## src/rtl/sign_narrow_pkg.sv

```systemverilog
// Shared definitions for the 9-to-8 bit narrowing path: default widths,
// saturation constants and pipeline occupancy states.
package sign_narrow_pkg;

    localparam int unsigned IN_W  = 9;
    localparam int unsigned OUT_W = IN_W - 1;
    localparam int unsigned CNT_W = 8;

    localparam logic [7:0] SAT_POS = 8'h7F;
    localparam logic [7:0] SAT_NEG = 8'h80;

    // Number of words held in the output stage
    typedef enum logic [1:0] {
        StEmpty = 2'd0,
        StOne   = 2'd1,
        StFull  = 2'd2
    } state_e;

endpackage

```

## src/rtl/sign_narrow_core.sv

```systemverilog
// Combinational narrowing of a two's-complement value by one bit, with
// overflow detection and optional saturation. Shared with the ALU writeback.
module narrow_core #(
    parameter int unsigned IN_W  = 9,
    parameter int unsigned OUT_W = IN_W - 1
) (
    input  logic [IN_W-1:0]  datain,
    input  logic             sat_en,
    output logic [OUT_W-1:0] value,
    output logic             ovf
);

    localparam logic [OUT_W-1:0] SatPos = {1'b0, {(OUT_W-1){1'b1}}};
    localparam logic [OUT_W-1:0] SatNeg = {1'b1, {(OUT_W-1){1'b0}}};

    // Overflow when the dropped sign bit disagrees with the new sign bit
    always_comb begin
        ovf   = datain[IN_W-1] ^ datain[IN_W-2];
        value = datain[OUT_W-1:0];
        if (ovf && sat_en) begin
            value = datain[IN_W-1] ? SatNeg : SatPos;
        end
    end

endmodule

```

## src/rtl/sign_narrow.sv

```systemverilog
// Narrowing stage with a two-entry valid/ready buffer (main + skid) and
// sticky / counted overflow status for the control unit.
module sign_narrow #(
    parameter int unsigned IN_W  = sign_narrow_pkg::IN_W,
    parameter int unsigned OUT_W = IN_W - 1,
    parameter int unsigned CNT_W = sign_narrow_pkg::CNT_W
) (
    input  logic             clk,
    input  logic             reset,
    input  logic             in_valid,
    output logic             in_ready,
    input  logic [IN_W-1:0]  datain,
    input  logic             sat_en,
    output logic             out_valid,
    input  logic             out_ready,
    output logic [OUT_W-1:0] out,
    output logic             out_ovf,
    output logic             ovf_sticky,
    output logic [CNT_W-1:0] ovf_count,
    input  logic             clr
);

    import sign_narrow_pkg::*;

    state_e           state_q;
    logic [OUT_W-1:0] main_val_q;
    logic             main_ovf_q;
    logic [OUT_W-1:0] skid_val_q;
    logic             skid_ovf_q;
    logic             sticky_q;
    logic [CNT_W-1:0] count_q;

    logic [OUT_W-1:0] new_val;
    logic             new_ovf;
    logic             accept;
    logic             emit;

    narrow_core #(
        .IN_W  (IN_W),
        .OUT_W (OUT_W)
    ) u_core (
        .datain (datain),
        .sat_en (sat_en),
        .value  (new_val),
        .ovf    (new_ovf)
    );

    // Ready is a pure state decode so out_ready never reaches in_ready
    assign in_ready   = (state_q != StFull) && !reset;
    assign out_valid  = (state_q != StEmpty);
    assign out        = main_val_q;
    assign out_ovf    = main_ovf_q;
    assign ovf_sticky = sticky_q;
    assign ovf_count  = count_q;

    assign accept = in_valid && in_ready;
    assign emit   = out_valid && out_ready;

    // Occupancy FSM moving words through main and skid entries in order
    always_ff @(posedge clk) begin
        if (reset) begin
            state_q    <= StEmpty;
            main_val_q <= '0;
            main_ovf_q <= 1'b0;
            skid_val_q <= '0;
            skid_ovf_q <= 1'b0;
        end else begin
            unique case (state_q)
                StEmpty: begin
                    if (accept) begin
                        main_val_q <= new_val;
                        main_ovf_q <= new_ovf;
                        state_q    <= StOne;
                    end
                end
                StOne: begin
                    if (accept && emit) begin
                        main_val_q <= new_val;
                        main_ovf_q <= new_ovf;
                    end else if (accept) begin
                        // Main is stalled, park the new word behind it
                        skid_val_q <= new_val;
                        skid_ovf_q <= new_ovf;
                        state_q    <= StFull;
                    end else if (emit) begin
                        state_q    <= StEmpty;
                    end
                end
                StFull: begin
                    if (emit) begin
                        main_val_q <= skid_val_q;
                        main_ovf_q <= skid_ovf_q;
                        state_q    <= StOne;
                    end
                end
                default: state_q <= StEmpty;
            endcase
        end
    end

    // Overflow status counts accepted words; a coincident event survives clr
    always_ff @(posedge clk) begin
        if (reset) begin
            sticky_q <= 1'b0;
            count_q  <= '0;
        end else if (clr) begin
            sticky_q <= accept && new_ovf;
            count_q  <= (accept && new_ovf) ? CNT_W'(1) : '0;
        end else if (accept && new_ovf) begin
            sticky_q <= 1'b1;
            if (count_q != {CNT_W{1'b1}}) begin
                count_q <= count_q + CNT_W'(1);
            end
        end
    end

endmodule

```

## config.mk

```make
export PLATFORM = sky130hd
export DESIGN_NAME = sign_narrow
export DESIGN_NICKNAME = d
export VERILOG_FILES = /design/src/rtl/sign_narrow_pkg.sv /design/src/rtl/sign_narrow_core.sv /design/src/rtl/sign_narrow.sv
export SDC_FILE = /design/constraint.sdc
export NUM_CORES = 1
export LEC_CHECK = 0
export CAP_MARGIN = 10
export CORE_ASPECT_RATIO = 2
export CORE_MARGIN = 2
export CORE_UTILIZATION = 30
export CTS_BUF_LIST = sky130_fd_sc_hd__clkbuf_16
export CTS_CLUSTER_DIAMETER = 30
export DETAILED_ROUTE_END_ITERATION = 6
export SLEW_MARGIN = 20
export SYNTH_ARGS = -nofsm -noshare
export SYNTH_HDL_FRONTEND = slang
export SYNTH_HIERARCHICAL = 1
export SYNTH_SLANG_ARGS = --single-unit
```

## constraint.sdc

```tcl
create_clock -name clk -period 5.4 [get_ports clk]
set_input_delay 1.08 -clock clk [delete_from_list [all_inputs] [get_ports clk]]
set_output_delay 1.08 -clock clk [all_outputs]
set_load 0.02 [all_outputs]
```

# Word-level counts from Yosys, hierarchy flattened
# Cells that the tools add are included.
# Widths: inputs -> output; s select.
totals:
  output_inout_bits: 20
  wordCells: 57
  regBits: 29
classes:
  mux: 22
  eq_ne: 9
  bitwise_logic: 2
  addsub: 1
  n_reduce_logical: 16
ops:
  columns: ["op", "n"]
  rows:
  - ["$mux 8", 8]
  - ["$pmux 8 s3", 1]
  - ["$mux 2", 5]
  - ["$ne 2x2->1 const B", 5]
  - ["$add 8x1->8 const B", 1]
  - ["$ne 8x8->1 const B", 1]
  - ["$reduce_and 4->1", 2]
  - ["$logic_and 1x1->1", 6]
  - ["$mux 1", 6]
  - ["$pmux 2 s3", 1]
  - ["$reduce_bool 2->1", 3]
  - ["$ne 3x3->1 const B", 1]
  - ["$pmux 1 s3", 1]
  - ["$reduce_and 3->1", 1]
  - ["$reduce_bool 3->1", 1]
  - ["$eq 2x1->1 const B", 1]
  - ["$eq 2x2->1 const B", 1]
  - ["$logic_not 2->1", 1]
  - ["$reduce_and 2->1", 1]
  - ["$logic_not 1->1", 1]
  - ["$not 1->1", 1]
  - ["$xor 1x1->1", 1]

# Depth between registers and ports, before layout
# Gate-level depths: netlist (run 1).
logic_depth:
  depth_word: 6
  ltp_mapped: 6
  mapped_depth_nobuf: 5

# Modules after synthesis
# The synthesis (run 1) kept the hierarchy.
by_module_without_submodules:
  columns: ["module", "n_inst", "seq_area_each_um2", "cells_per_inst", "area_each_um2"]
  rows:
  - ["sign_narrow", 1, 580.6, 153, 1336.3]
  - ["narrow_core", 1, 0.0, 21, 211.5]

# Worst setup path after synthesis (run 1)
# Ideal clock, no wire load.
synth_path:
  path_type: "in2out"
  start: "input reset"
  end: "output in_ready"
  path_slack_ns: 2.602
  arrival_time_ns: 1.718
  cell_stages: 3
  required_ns: 4.320
  n_path_buf: 2
  cell_sequence: "buf_2 > clkbuf_1 > nor2_1"
synth_via:
  elab_chain_cells: 2
synth_rtl:
  columns: ["item", "line", "rtl"]
  rows:
  - ["from (decl)", "sign_narrow.sv:9", "input logic reset,"]
  - ["$logic_not 1->1", "sign_narrow.sv:49", "assign in_ready = (state_q != StFull) && !reset;"]
  - ["$logic_and 1x1->1", "sign_narrow.sv:49", null]
  - ["to (decl)", "sign_narrow.sv:11", "output logic in_ready,"]
# No other way between the ends.

# Final worst setup path (run 1)
# Ends and elaborated chain as after synthesis.

==> flow_summary.yaml, run 1 <==
power_and_ir_drop:
  power_switching_share_pct: 25.0
  seq_power_share_pct: 39.7
  combPwrFrac_pct: 14.9
  cellLeakagePower_nw: 0.706
  p_switching_mw: 0.144
  finalPower_mw: 0.577
  intPower_mw: 0.433
  ir_worst_vdd_v: 0.000225
  p_per_area_mw_per_mm2: 285
  power_frac_clock_pct: 45.4
synthesis:
  synthMuxAreaShare_pct: 8.49
  synthAdderAreaFrac_pct: 0.808
  ys_warn_count: 6
  netlist_area_mm2: 0.00155
  synth_nets: 190
  ys_seq_area_share_pct: 37.5
  synthCells: 174
  synth-xor-area-share_pct: 0.566
  ys_seq_elements: 29
  synth_top_family_by_area: "simple AND/OR/NAND/NOR gates"
  synth_compound_area_share_pct: 22.3
  synth.avg_cell_area_um2: 8.90
  synth_edf_count: 0
  synth-simple-area-share_pct: 23.8
  ys_async_sr_fraction_pct: 0
  synthFlopType: "dfxtp_1"
  yosysUniqueCellTypes: 41
setup_path:
  crit_slowest_cell: "clkdlybuf4s50_1"
  startpoint_type: "primary input"
  crit_path_end: "in_ready"
  ff2ff_path_depth: 4
  worst-setup-path-type: "in -> out"
  cpLargestDelayFamily: "buffers and inverters"
  rr_endpoint: "skid_val_q[0]"
  startpoint: "reset"
  cpMostUsedCell: "clkdlybuf4s50_1"
  critPathArrivalTime_ns: 2.42
  worstPathRequired_ns: 4.32
  reg2reg_slack_ns: 3.37
  endpoint_kind: "output port"
  crit_cells: 4
  rr_startpoint: "state_q[0]"
  path_max_fanout: 25
  slowest_delay_ns: 0.61
  path_buf_inv: 3
  path_cells: "clkdlybuf4s50_1 -> buf_4 -> nor2_1 -> clkdlybuf4s50_1"
cells_and_area:
  layout.nets: 219
  n_fill_cell: 518
  layout_common_cells: "clkdlybuf4s50_1, nor2_1, dfxtp_1, nand2_1, mux2i_1"
  drive_gt1_share_pct: 12.3
  postLayoutCellArea_mm2: 0.00203
  final_common_cell: "clkdlybuf4s50_1"
  utilization_pct: 40.1
  area_growth_pct: 30.9
  final_cell_count_no_fill: 262
  antenna_cells: 0
sta:
  rsz0062_at_grt: "no"
  whs_ns: 0.452
  tns_ns: 0
  fin_crit_ns: 3.50
  worst_pin_slew_ns: 0.955
  slew_headroom_pct: 36.0
  fmax_mhz: 285
  setup_viol: 0
  clock_skew_ns: 0.00529
  final-hold-violation-count: 0
  setup_slack_ns: 1.90
  finalMaxSlewViolations: 0
  finalCritPeriodShare_pct: 64.9
detailed_routing:
  wl_per_cell_um: 13.1
  dr_total_vias: 1332
  drcViolationCount: 0
  wl_mm: 3.44
  ant_nets: 0
  firstDrtPassIters: 4
  drt_iter0_markers: 20
  avgViaCountPerCell: 5.08
die:
  rows: 37
  start_util_pct: 30.7
  die_area_mm2: 0.00578
  die_w_um: 54.8
  ios: 35
  core-area_mm2: 0.00505
  die_h_um: 106
global_routing:
  grt_max_degree: 26
  grt-ovfl-total: 0
  gr-usage-all-layers_pct: 13.1
  antenna_found_initial: 0
  grt_pass1_vias: 1275
  grt_pass1_wl_mm: 5.74
place:
  place_area_mm2: 0.00188
  port_buffers: 34
  place_hpwl_mm: 2.54
  dp_cells: 254
  pre_cts_ws_ns: 1.88
  place.gp.congestion: 0.770
job:
  drv_cap: 0
clock_tree:
  cts_resized: 0
  cts_tree: "yes"
  insertion_delay_ns: 0.27
  numCtsBuffers: 5
  htreeDepth: 2
  clkSinkCount: 29
  cts_setup_buffers: 0
  cts_hold_buffers: 0
  clock_path_buffers: 2
  clkSlewWorstSetupHoldPaths_ns: 0.05
  cts_root_buf: "clkbuf_16"
run_status:
  status: "complete, no violations"
min_path:
  holdCritPathClass: "reg -> reg"
==> sequential cells by signal, summed over array words and instances (netlist names) <==
register	flops
out	8
out_ovf	1
ovf_count	8
ovf_sticky	1
skid_ovf_q	1
skid_val_q	8
state_q	2
==> Yosys cell counts, types with 2 or more instances <==
library cell	instances	area [µm²]
dfxtp_1	29	581
nor2_1	29	109
nand2_1	21	78.8
mux2i_1	12	120
a21oi_1	11	55.1
a311oi_1	8	70.1
o2bb2ai_2	7	105
a211oi_1	4	30.0
buf_6	4	45.0
buf_2	3	15.0
clkbuf_1	3	11.3
inv_1	3	11.3
nand4_1	3	18.8
nor2b_1	3	18.8
and3_1	2	12.5
buf_4	2	15.0
nand2b_1	2	12.5
nor3_1	2	10.0
nor3b_1	2	15.0
o21ai_0	2	10.0
or2_2	2	12.5
==> worst register-to-register path: cells and delay by family, from the launching register on <==
| kind | cells | cell delay [ns] |
|---|---|---|
| AND/OR/NAND/NOR | 3 | 1.21 |
| flip-flops | 1 | 0.42 |
| multiplexers | 1 | 0.29 |
==> power groups by stage <==
stage | combinational [mW] | sequential [mW] | clock, mW
3_3_place_gp | 0.0855 | 0.233 | 0
4_1_cts | 0.0872 | 0.229 | 0.268
5_1_grt | 0.0941 | 0.230 | 0.279
3_5_place_dp | 0.0868 | 0.234 | 0
6_report | 0.0862 | 0.229 | 0.262
2_1_floorplan | 0.0464 | 0.240 | 0
==> area by class of cell <==
| class | instances | area, µm² | share of cell area (%) |
|---|---|---|---|
| Timing Repair Buffer | 35 | 348 | 17.2 |
| Inverter | 3 | 11.3 | 0.556 |
| Clock inverter | 3 | 17.5 | 0.865 |
| Clock buffer | 5 | 125 | 6.18 |
| Tap cell | 58 | 72.6 | 3.58 |
| Multi-Input combinational cell | 129 | 871 | 43.0 |
| Sequential cell | 29 | 581 | 28.7 |
==> worst min path at each step <==
stage	startpoint	cells after the start	end
6_report	ovf_sticky	2	ovf_sticky
3_5_place_dp	ovf_sticky	2	ovf_sticky
2_1_floorplan	skid_val_q[7]	2	out[7]
3_3_place_gp	ovf_sticky	2	ovf_sticky
4_1_cts	ovf_sticky	2	ovf_sticky
5_1_grt	ovf_sticky	2	ovf_sticky
==> routing by layer <==
layer  vias to the layer above  GRT usage (%)  routed length, µm
li1                        684              -                  -
met1                       617           17.1               1500
met2                        27           20.7               1800
met3                         4           2.55                110
met4                         0           4.82                 32
met5                         -              0                  0
==> cell families after synthesis <==
family,after synthesis
mux,13
buf+inv,16
simple gates,75
compound gates,39
flops,29
fa+ha+maj,1
xor+xnor,1
No activity file was read; power rests on OpenSTA's default activity.
==> run 2: changes to the inputs <==
==> constraint.sdc (replaced) <==
create_clock -name clk -period 3.6 [get_ports clk]
set_input_delay 0.72 -clock clk [delete_from_list [all_inputs] [get_ports clk]]
set_output_delay 0.72 -clock clk [all_outputs]
set_load 0.02 [all_outputs]
==> flow_summary.yaml, run 2 (synthesis gave the netlist of run 1 again) <==
cells_and_area:
  area_growth_pct: 33.1
  layout.nets: 221
  final_common_cell: "clkdlybuf4s50_1"
  drive_gt1_share_pct: 12.1
  layout_common_cells: "clkdlybuf4s50_1, nor2_1, dfxtp_1, nand2_1, mux2i_1"
  n_fill_cell: 497
  final_cell_count_no_fill: 264
  antenna_cells: 0
sta:
  setup_viol: 0
  whs_ns: 0.448
  finalCritPeriodShare_pct: 76.8
  rsz0062_at_grt: "no"
  tns_ns: 0
  fmax_mhz: 362
  slew_headroom_pct: 53.1
  final-hold-violation-count: 0
  clock_skew_ns: 0.00128
  worst_pin_slew_ns: 0.703
  finalMaxSlewViolations: 0
  fin_crit_ns: 2.76
power_and_ir_drop:
  p_per_area_mw_per_mm2: 454
  power_frac_clock_pct: 49.4
  power_switching_share_pct: 23.2
  ir_worst_vdd_v: 0.000350
  p_switching_mw: 0.217
  intPower_mw: 0.719
  seq_power_share_pct: 36.8
  combPwrFrac_pct: 13.9
  cellLeakagePower_nw: 0.729
detailed_routing:
  firstDrtPassIters: 4
  drt_iter0_markers: 27
  wl_mm: 3.55
  wl_per_cell_um: 13.4
  drcViolationCount: 0
  ant_nets: 0
  avgViaCountPerCell: 4.98
  dr_total_vias: 1316
run_status:
  status: "complete, no violations"
global_routing:
  antenna_found_initial: 0
  grt-ovfl-total: 0
  gr-usage-all-layers_pct: 14.0
  grt_pass1_wl_mm: 5.97
  grt_pass1_vias: 1308
  grt_max_degree: 19
setup_path:
  slowest_delay_ns: 0.66
  startpoint: "datain[7]"
  path_cells: "clkdlybuf4s50_1 -> xor2_1 -> inv_1 -> or3_4 -> or4_1 -> a21oi_1"
  worstPathRequired_ns: 3.81
  crit_slowest_cell: "clkdlybuf4s50_1"
  rr_startpoint: "state_q[1]"
  endpoint_kind: "flop"
  critPathArrivalTime_ns: 2.97
  startpoint_type: "primary input"
  path_max_fanout: 10
  worst-setup-path-type: "in -> reg"
die:
  start_util_pct: 30.7
  ios: 35
  die_w_um: 54.8
  core-area_mm2: 0.00505
  die_h_um: 106
  die_area_mm2: 0.00578
  rows: 37
clock_tree:
  cts_setup_buffers: 0
  cts_resized: 0
  cts_hold_buffers: 0
  clkSinkCount: 29
  clkSlewWorstSetupHoldPaths_ns: 0.05
  htreeDepth: 2
  clock_path_buffers: 2
  numCtsBuffers: 5
  cts_tree: "yes"
  insertion_delay_ns: 0.27
  cts_root_buf: "clkbuf_16"
job:
  drv_cap: 0
min_path:
  holdCritPathClass: "reg -> reg"
  worstHoldStart: "ovf_sticky"
place:
  place_hpwl_mm: 2.56
  dp_cells: 256
  place.gp.congestion: 0.832
  port_buffers: 34
## run 2: power by group through the flow
stage	Combinational, mW	Clock (mW)	Sequential [mW]
2_1_floorplan	0.0696	0	0.361
3_3_place_gp	0.129	0	0.350
3_5_place_dp	0.131	0	0.350
4_1_cts	0.131	0.472	0.344
5_1_grt	0.144	0.483	0.345
6_report	0.130	0.462	0.344
## run 2: worst max-delay path: cells and delay by family
| family | cells | cell delay (ns) |
|---|---|---|
| xor gates and xnor gates | 1 | 0.36 |
| and+or+nand+nor | 2 | 0.94 |
| AOI/OAI and AO/OA | 1 | 0.15 |
| buffers and inverters | 2 | 0.80 |
## run 2: final timing paths
path	to	slack, ns	cells past startpoint
worst max-delay path	ovf_count[4]	0.84	6
worst min register to register	ovf_sticky	0.45	2
worst min-delay path	ovf_sticky	0.45	2
worst max register to register	ovf_count[4]	1.83	4
## run 2: area by class of cell
class                   count  area [µm²]  share of cell area, %
multi-input cells         129         871                   42.3
flip-flops and latches     29         581                   28.2
well taps                  58        72.6                   3.52
repair buffers             37         363                   17.6
clock buffers               5         125                   6.07
inverters                   3        11.3                  0.546
clock inverters             3        37.5                   1.82
## run 2: metrics by stage
stage	power (mW)	util (%)	cell area, µm²	worst slack, ns
floorplan	0.430	-	1550	1.30
global placement	0.479	37.6	1900	0.616
detailed placement	0.481	37.6	1900	0.564
CTS	0.947	40.8	2060	0.822
global route	0.972	40.8	2060	0.725
finish	0.935	40.8	2060	0.836
## run 2: routing by layer
layer  global-route usage, %  up-vias  wire (µm)
li1                        -      685          -
met1                    17.1      597       1530
met2                    22.3       27       1850
met3                    3.12        7        105
met4                    6.43        0         65
met5                       0        -          0
